--- config.mk ---
export PLATFORM = sky130hd
export DESIGN_NAME = ext_mem_arbiter
export DESIGN_NICKNAME = d
export VERILOG_FILES = /design/src/rtl/ext_mem_arbiter_pkg.sv /design/src/rtl/ext_mem_arbiter_burst_gen.sv /design/src/rtl/ext_mem_arbiter.sv
export SDC_FILE = /design/constraint.sdc
export NUM_CORES = 1
export LEC_CHECK = 0
export CORE_MARGIN = 5
export CORE_UTILIZATION = 30
export DETAILED_ROUTE_END_ITERATION = 7
export SLEW_MARGIN = 10
export SYNTH_ARGS = -nofsm -noshare
export SYNTH_HDL_FRONTEND = slang
export SYNTH_SLANG_ARGS = --single-unit
--- constraint.sdc ---
create_clock -name clk -period 3.62 [get_ports clk]
set_clock_uncertainty 0.1 [all_clocks]
set_input_delay 0.362 -clock clk [delete_from_list [all_inputs] [get_ports clk]]
set_output_delay 0.362 -clock clk [all_outputs]
set_load 0.05 [all_outputs]
--- src/rtl/ext_mem_arbiter_pkg.sv ---
`default_nettype none
// ============================================================================
// Module   : ext_mem_arbiter_pkg
// Purpose  : Shared types and constants for the external-memory arbiter.
//            Holds default widths, the burst-length field width and the
//            arbiter state encoding, plus a one-hot helper for the two
//            requester ports.
// Revision : 1.0 - initial release
// ============================================================================
package ext_mem_arbiter_pkg;

  localparam int N_PE_DEF     = 8;   // lane count
  localparam int ADDR_RAM_DEF = 10;  // external address width
  localparam int WID_RAM_DEF  = 16;  // external data width
  localparam int ARB_LEN_BITS = 8;   // burst length field width

  typedef enum logic [1:0] {
    ARB_IDLE  = 2'd0,
    ARB_BURST = 2'd1,
    ARB_DRAIN = 2'd2,
    ARB_DONE  = 2'd3
  } arb_state_e;

  // Requester index (0/1) to its one-hot position in a 2-bit vector.
  function automatic logic [1:0] onehot2(input logic idx);
    return idx ? 2'b10 : 2'b01;
  endfunction

endpackage
`default_nettype wire

--- src/rtl/ext_mem_arbiter_burst_gen.sv ---
`default_nettype none
// ============================================================================
// Module   : ext_burst_gen
// Purpose  : Burst address generator. Captures base address and length on
//            load, then steps a beat counter on each advance. The address is
//            base+cnt modulo 2^ADDR_W (wrap-around is silent).
// Ports    : clk, rst (async, active-low)
//            load_i / base_i / len_i : capture a new descriptor, cnt -> 0
//            adv_i                   : step to the next beat
//            addr_o                  : current beat address
//            last_beat_o             : current beat is the final one
// Revision : 1.0 - initial release
// ============================================================================
module ext_burst_gen #(
  parameter int ADDR_W = 10,
  parameter int LEN_W  = 8
) (
  input  logic              clk,
  input  logic              rst,
  input  logic              load_i,
  input  logic [ADDR_W-1:0] base_i,
  input  logic [LEN_W-1:0]  len_i,
  input  logic              adv_i,
  output logic [ADDR_W-1:0] addr_o,
  output logic              last_beat_o
);

  logic [ADDR_W-1:0] base_q;
  logic [LEN_W-1:0]  len_q;
  logic [LEN_W-1:0]  cnt_q;

  always_ff @(posedge clk or negedge rst) begin
    if (!rst) begin
      base_q <= '0;
      len_q  <= '0;
      cnt_q  <= '0;
    end else if (load_i) begin
      base_q <= base_i;
      len_q  <= len_i;
      cnt_q  <= '0;
    end else if (adv_i) begin
      cnt_q  <= cnt_q + LEN_W'(1);
    end
  end

  assign addr_o      = base_q + ADDR_W'(cnt_q);
  // A zero-length burst never reaches the BURST state, so len_q-1 is only
  // evaluated meaningfully for len_q >= 1.
  assign last_beat_o = (cnt_q == (len_q - LEN_W'(1)));

endmodule
`default_nettype wire

--- src/rtl/ext_mem_arbiter.sv ---
`default_nettype none
// ============================================================================
// Module   : ext_mem_arbiter
// Purpose  : Shares one external RAM port between two burst requesters
//            (first / second buffer loaders) with round-robin arbitration.
//            A granted descriptor is latched, beats are issued one per
//            cycle, reads get one DRAIN cycle for the 1-cycle RAM latency,
//            and a DONE cycle pulses done[winner].
// Ports    : clk, rst (async, active-low)
//            req/req_we/req_lane/req_addr/req_len/w_data : requester side
//            gnt/beat/r_valid/r_data/done/busy          : requester status
//            mem_r_* / mem_w_*                          : external RAM port
// Revision : 1.0 - initial release
// ============================================================================
module ext_mem_arbiter
  import ext_mem_arbiter_pkg::*;
#(
  parameter int N_PE     = N_PE_DEF,
  parameter int ADDR_RAM = ADDR_RAM_DEF,
  parameter int WID_RAM  = WID_RAM_DEF,
  parameter int LEN_W    = ARB_LEN_BITS
) (
  input  logic                  clk,
  input  logic                  rst,
  input  logic [1:0]            req,
  input  logic [1:0]            req_we,
  input  logic [2*N_PE-1:0]     req_lane,
  input  logic [2*ADDR_RAM-1:0] req_addr,
  input  logic [2*LEN_W-1:0]    req_len,
  input  logic [2*WID_RAM-1:0]  w_data,
  output logic [1:0]            gnt,
  output logic [1:0]            beat,
  output logic [1:0]            r_valid,
  output logic [WID_RAM-1:0]    r_data,
  output logic [1:0]            done,
  output logic                  busy,
  output logic [N_PE-1:0]       mem_r_en,
  output logic [ADDR_RAM-1:0]   mem_r_addr,
  input  logic [WID_RAM-1:0]    mem_r_data,
  output logic [N_PE-1:0]       mem_w_en,
  output logic [ADDR_RAM-1:0]   mem_w_addr,
  output logic [WID_RAM-1:0]    mem_w_data
);

  arb_state_e        state_q;
  logic              winner_q;   // requester owning the current transaction
  logic              last_q;     // most recently granted requester
  logic              we_q;
  logic [N_PE-1:0]   lane_q;
  logic [1:0]        gnt_q;
  logic [1:0]        beat_q;
  logic [1:0]        done_q;
  logic [1:0]        rvalid_q;
  logic              busy_q;

  logic                win_d;
  logic [LEN_W-1:0]    len_d;
  logic [ADDR_RAM-1:0] base_d;
  logic [N_PE-1:0]     lane_d;
  logic                load_d;
  logic                adv_d;
  logic [ADDR_RAM-1:0] burst_addr;
  logic                burst_last;
  logic                rd_act;
  logic                wr_act;

  // Round-robin: on contention the requester that did not go last wins;
  // a lone requester always wins.
  always_comb begin
    win_d  = (req == 2'b11) ? ~last_q : req[1];
    len_d  = win_d ? req_len[2*LEN_W-1 -: LEN_W]     : req_len[LEN_W-1:0];
    base_d = win_d ? req_addr[2*ADDR_RAM-1 -: ADDR_RAM] : req_addr[ADDR_RAM-1:0];
    lane_d = win_d ? req_lane[2*N_PE-1 -: N_PE]      : req_lane[N_PE-1:0];
    load_d = (state_q == ARB_IDLE) && (|req);
    adv_d  = (state_q == ARB_BURST);
  end

  ext_burst_gen #(
    .ADDR_W (ADDR_RAM),
    .LEN_W  (LEN_W)
  ) u_burst_gen (
    .clk         (clk),
    .rst         (rst),
    .load_i      (load_d),
    .base_i      (base_d),
    .len_i       (len_d),
    .adv_i       (adv_d),
    .addr_o      (burst_addr),
    .last_beat_o (burst_last)
  );

  // Control FSM; status outputs are registered alongside the state so they
  // line up with the state they describe.
  always_ff @(posedge clk or negedge rst) begin
    if (!rst) begin
      state_q  <= ARB_IDLE;
      winner_q <= 1'b0;
      last_q   <= 1'b1;   // requester 0 wins the first contention
      we_q     <= 1'b0;
      lane_q   <= '0;
      gnt_q    <= '0;
      beat_q   <= '0;
      done_q   <= '0;
      rvalid_q <= '0;
      busy_q   <= 1'b0;
    end else begin
      case (state_q)
        ARB_IDLE: begin
          if (|req) begin
            winner_q <= win_d;
            last_q   <= win_d;
            we_q     <= req_we[win_d];
            lane_q   <= lane_d;
            gnt_q    <= onehot2(win_d);
            busy_q   <= 1'b1;
            if (len_d == '0) begin
              state_q <= ARB_DONE;
              done_q  <= onehot2(win_d);
            end else begin
              state_q <= ARB_BURST;
              beat_q  <= onehot2(win_d);
            end
          end
        end
        ARB_BURST: begin
          if (burst_last) begin
            beat_q <= '0;
            if (we_q) begin
              state_q <= ARB_DONE;
              done_q  <= onehot2(winner_q);
            end else begin
              state_q <= ARB_DRAIN;
            end
          end
        end
        ARB_DRAIN: begin
          state_q <= ARB_DONE;
          done_q  <= onehot2(winner_q);
        end
        ARB_DONE: begin
          state_q <= ARB_IDLE;
          done_q  <= '0;
          gnt_q   <= '0;
          busy_q  <= 1'b0;
        end
        default: state_q <= ARB_IDLE;
      endcase
      // RAM returns data one cycle after the address beat.
      rvalid_q <= we_q ? 2'b00 : beat_q;
    end
  end

  assign rd_act = (state_q == ARB_BURST) && !we_q;
  assign wr_act = (state_q == ARB_BURST) &&  we_q;

  assign gnt        = gnt_q;
  assign beat       = beat_q;
  assign done       = done_q;
  assign busy       = busy_q;
  assign r_valid    = rvalid_q;
  assign r_data     = mem_r_data;
  assign mem_r_en   = rd_act ? lane_q     : '0;
  assign mem_r_addr = rd_act ? burst_addr : '0;
  assign mem_w_en   = wr_act ? lane_q     : '0;
  assign mem_w_addr = wr_act ? burst_addr : '0;
  assign mem_w_data = !wr_act ? '0 :
                      (winner_q ? w_data[2*WID_RAM-1 -: WID_RAM] : w_data[WID_RAM-1:0]);

endmodule
`default_nettype wire

# Word level (Yosys, flattened, before mapping)

Cells that the tools add are included.

Equal/unequal tests: 10
Bitwise gates (word level): 1
Muxes and demuxes: 35
Reduce and logical (&&, ||, !) cells: 15
Order comparisons: 1
Add/sub/neg operators: 3

Operator list:

| cell                | number |
|---|---|
| $mux 8              | 6 |
| $mux 16             | 2 |
| $mux 10             | 3 |
| $mux 2              | 14 |
| $pmux 2 s4          | 2 |
| $add 10x8->10       | 1 |
| $add 8x1->8 const B | 1 |
| $eq 8x8->1          | 1 |
| $logic_not 8->1     | 1 |
| $pmux 2 s2          | 2 |
| $reduce_and 4->1    | 2 |
| $sub 8x1->8 const B | 1 |
| $eq 2x2->1 const B  | 3 |
| $ne 2x1->1 const B  | 3 |
| $reduce_and 2->1    | 3 |
| $reduce_bool 2->1   | 3 |
| $mux 1              | 5 |
| $ne 2x2->1 const B  | 2 |
| $logic_and 1x1->1   | 3 |
| $eq 2x1->1 const B  | 1 |
| $logic_not 2->1     | 1 |
| $lt 1x2->1 const B  | 1 |
| $pmux 1 s2          | 1 |
| $reduce_or 2->1     | 1 |
| 2 further kinds     | 2 |

Bits in registers: 48
Output and inout bits: 77
Word-level logic and storage cells: 78

# Depth between registers and ports, before layout

Word-level depth: 7
Depth in mapped cells: 10
Gate-level depth less buffers: 10

# Hierarchy

A second synthesis with hierarchy kept.

Cells, all modules: 410
Area total of the unflattened synthesis: 3629.7 um^2

By module, submodules not included:

| module          | instances | area an instance (um^2) | cells each | seq. area each (um^2) |
|---|---|---|---|---|
| ext_mem_arbiter | 1         | 1994.4                  | 245        | 551.8 |
| ext_burst_gen   | 1         | 1635.3                  | 165        | 650.6 |

# Worst setup path before layout

No wires, ideal clock.

Kind: flip-flop to output port
Start: register u_burst_gen.cnt_q[0]
End: output port mem_r_addr[8]
Data arrival time: 2.380 ns
Path slack: 0.778 ns
Data required time: 3.158 ns
Cell stages (with the launch flop): 11
Cell sequence: dfrtp_1 -> ha_1 -> inv_1 -> fa_1 -> nor2b_1 -> o21ai_0 -> a21boi_0 -> o21ai_0 -> a21oi_1 -> xnor2_1 -> nor2_1

Longest elaborated chain between the ends: 2

RTL lines:

| element                  | RTL line                        | RTL |
|---|---|---|
| start: declaration       | ext_mem_arbiter_burst_gen.sv:30 | `logic [LEN_W-1:0] cnt_q;` |
| start signal: assignment | ext_mem_arbiter_burst_gen.sv:42 | `cnt_q <= cnt_q + LEN_W'(1);` |
| $add 10x8->10            | ext_mem_arbiter_burst_gen.sv:46 | `assign addr_o = base_q + ADDR_W'(cnt_q);` |
| $mux 10                  | ext_mem_arbiter.sv:163          | `assign mem_r_addr = rd_act ? burst_addr : '0;` |
| end: declaration         | ext_mem_arbiter.sv:38           | `output logic [ADDR_RAM-1:0] mem_r_addr,` |

No other way between the ends.

# Final worst setup path

Start: register u_burst_gen.cnt_q[1]
End: output port mem_r_addr[5]

Same word-level chain as after synthesis.

==> metrics <==
Setup Fix Bufs, Post-CTS 0; WHS 0.426 ns; leading post-synthesis cells by cell area dfrtp_1, nor2_1, nand2_1; first-pass GRT wire length 16300 um; clock share of power 11.5%; final instance area 0.00504 mm^2; gr usage total 15.2%; vias in the first global route 3286; net count of the mapped netlist 550; Worst Setup Path Type reg2out; number of CTS-inserted buffers 5; Total Power 4.52 mW; layout cells sized above 1 10.6%; Synth Area in Adders 5.34%; synth warn 0; static leakage 2.24 nW; XOR/XNOR share of the synthesized area 6.36%; die area 0.0136 mm^2; WP data arrival 2.92 ns; part of the power in registers 23.7%; global route total overflow 0; antenna viol nets, final 0; vias per cell 4.78; Sw Ratio 50.8%; std cell rows 39; final max-slew violation count 0; share of the synthesized area in the top cell type 34.4%; combinational power share 64.8%; post-synthesis compound-gate area fraction 13.4%; Sink Count 48; IO Pins 183; setup violators final 0; largest family of logic cells by synthesized area simple AND/OR/NAND/NOR gates; Iter 0 DRT Violations 128; Worst Hold Path Cells 1; Core Box Area 0.0113 mm^2; worst-case clock buffer depth 2; total wire length 10800 um; Reg clk slew, reported paths 0.07 ns; WL/cell 15.5 um; worst vdd ir 0.474 mV; Post-synth EDFFs 0; drt pass-1 iters 4; Avg Cell Area, Syn 7.96 um^2; Inserted Diodes 0; synth cell count leaders nor2_1, nand2_1, dfrtp_1; mux contribution to synthesized area 6.21%; relative slew slack 35.9%; initial antenna violation count 0; RSZ-0062 raised after global routing no; ys async rst share 100%; P_sw 2.30 mW; dpl ws 0.447 ns; Die Span Y 117 um; Seq/Total Area, Yosys 35.1%; period utilisation layout 93.4%; Syn Inst Count 430; die width 117 um; Placer Congestion 0.797; placed instance area 0.00486 mm^2; most numerous cell in the Yosys netlist nor2_1; worst hold path class reg2reg; Critical Path End Type output port; clock latency on the worst-skew pair 0.28 ns; Final WS setup 0.238 ns; post-synth top area cell dfrtp_1; Clock Root Buffer clkbuf_16; NumNets Final 674; post-DP HPWL 8600 um; Max Freq 296 MHz; DRC viols 0; Final Hold Viols 0; PortBufs 150; internal power 2.22 mW; CTS H-tree lvls 2; Yosys reg bits 48; vias 3334; CP max FO 6; Starting Density 30.2%; Max-cap violations 0; Period minus WS final 3.38 ns; Most used DFF post-synth dfrtp_1; status completed; CP Launch Type register; simple-gate share of the synthesized area 25.8%; Mapped Area 0.00342 mm^2; Slew @ Worst Pin 0.962 ns; largest net degree at the start of global routing 33; TritonCTS clock tree built; area delta synth->final 47.1%; post-route setup TNS 0 ns; R2R depth 7; critical path data required time 3.16 ns; power per cell area 897 mW/mm^2; synth unique cells 47
logic make-up after synthesis:
group | Yosys count
adder cells (fa/ha/maj) | 14
multiplexers | 21
AO/OA/AOI/OAI | 71
AND/OR/NAND/NOR | 197
XOR/XNOR | 24
flip-flops | 48
buffers and inverters | 55
state kept, by name, indices dropped and copies added (netlist names):
register            count
beat                    2
last_q                  1
state_q                 2
u_burst_gen.len_q       8
done                    2
gnt                     2
u_burst_gen.base_q     10
lane_q                  8
busy                    1
winner_q                1
we_q                    1
u_burst_gen.cnt_q       8
r_valid                 2
through the flow:
stage                     cells  util, %
after floorplan             430        -
after global placement      689     42.9
after detailed placement    689     42.9
after CTS                   698     44.5
after global routing        698     44.5
final                       698     44.5
area by class of cell:
class                      instances  area, um^2
clock buffer                       6         129
clock inverter                     2        35.0
fill                            1125        6280
inverter                          15        56.3
multi-input combinational        327        1960
sequential                        48        1200
tap                              143         179
timing repair buffer             157        1470
power groups by stage:
| stage | Clock [mW] | Combinational, mW | Sequential, mW |
|---|---|---|---|
| after floorplan | 0 | 2.04 | 1.12 |
| after global placement | 0 | 2.93 | 1.06 |
| after detailed placement | 0 | 2.96 | 1.08 |
| after CTS | 0.533 | 2.97 | 1.07 |
| after global routing | 0.555 | 3.20 | 1.11 |
| final | 0.521 | 2.93 | 1.07 |
layer usage:
metal  up-vias  routed length, um  GRT usage [%]  part of all wire [%]
met5         -                  0              0                     0
met3         7               1060           3.96                   9.8
li1       1693                  -              -                     -
met2       133               5120           27.0                    47
met4         0                 79           3.29                  0.73
met1      1501               4530           18.4                    42
final timing paths:
check | from | to | slack [ns]
min in group asynchronous | rst | busy | 0.46
hold / removal | done[0] | done[0] | 0.43
max in group asynchronous | rst | lane_q[5] | 2.22
hold reg to reg | done[0] | done[0] | 0.43
setup reg to reg | u_burst_gen.len_q[0] | done[0] | 0.84
setup / recovery | u_burst_gen.cnt_q[1] | mem_r_addr[5] | 0.24
cells in the final DEF, fill, tap and decap left out, types with 2 or more instances in the layout:
cell             Yosys  layout
nand2_1             71      71
a21oi_1             11      11
nand4_1              4       4
nand3_1              3       3
buf_4               16      42
o311ai_1             3       3
o21ai_0             12      12
xor2_1              12      12
clkbuf_16            0       5
clkdlybuf4s50_1      0     111
nor4_1               6       6
or3_1                2       2
and2_1              10      11
dfrtp_1             47      47
mux2i_1             19      19
inv_1               15      15
nor2b_1              5       4
a31oi_1             28      28
ha_1                13      13
mux2_1               2       2
nand2b_1             2       2
a22o_1               4       4
and3_1              10      10
o22ai_1              2       2
nor2_1              73      73
nor3_1               4       4
xnor2_1             11      11
a21o_1               2       2
critical path, cell delays in order (launching register included):
cell             delay (ns)
dfrtp_1                0.46
ha_1                   0.32
a21o_1                 0.18
a21o_1                 0.20
a21oi_1                0.21
inv_1                  0.06
a21oi_1                0.17
xor2_1                 0.11
nor2_1                 0.11
clkdlybuf4s50_1        0.82
timing repair:
| item | CTS | global route |
|---|---|---|
| setup endpoints to repair | 0 | 1 |
| endpoints found under the hold margin | 20 | 0 |
| hold buffers | 1 | 0 |
| gates resized for setup | 0 | 1 |
Note: power is estimated with default switching activity, not from simulation.
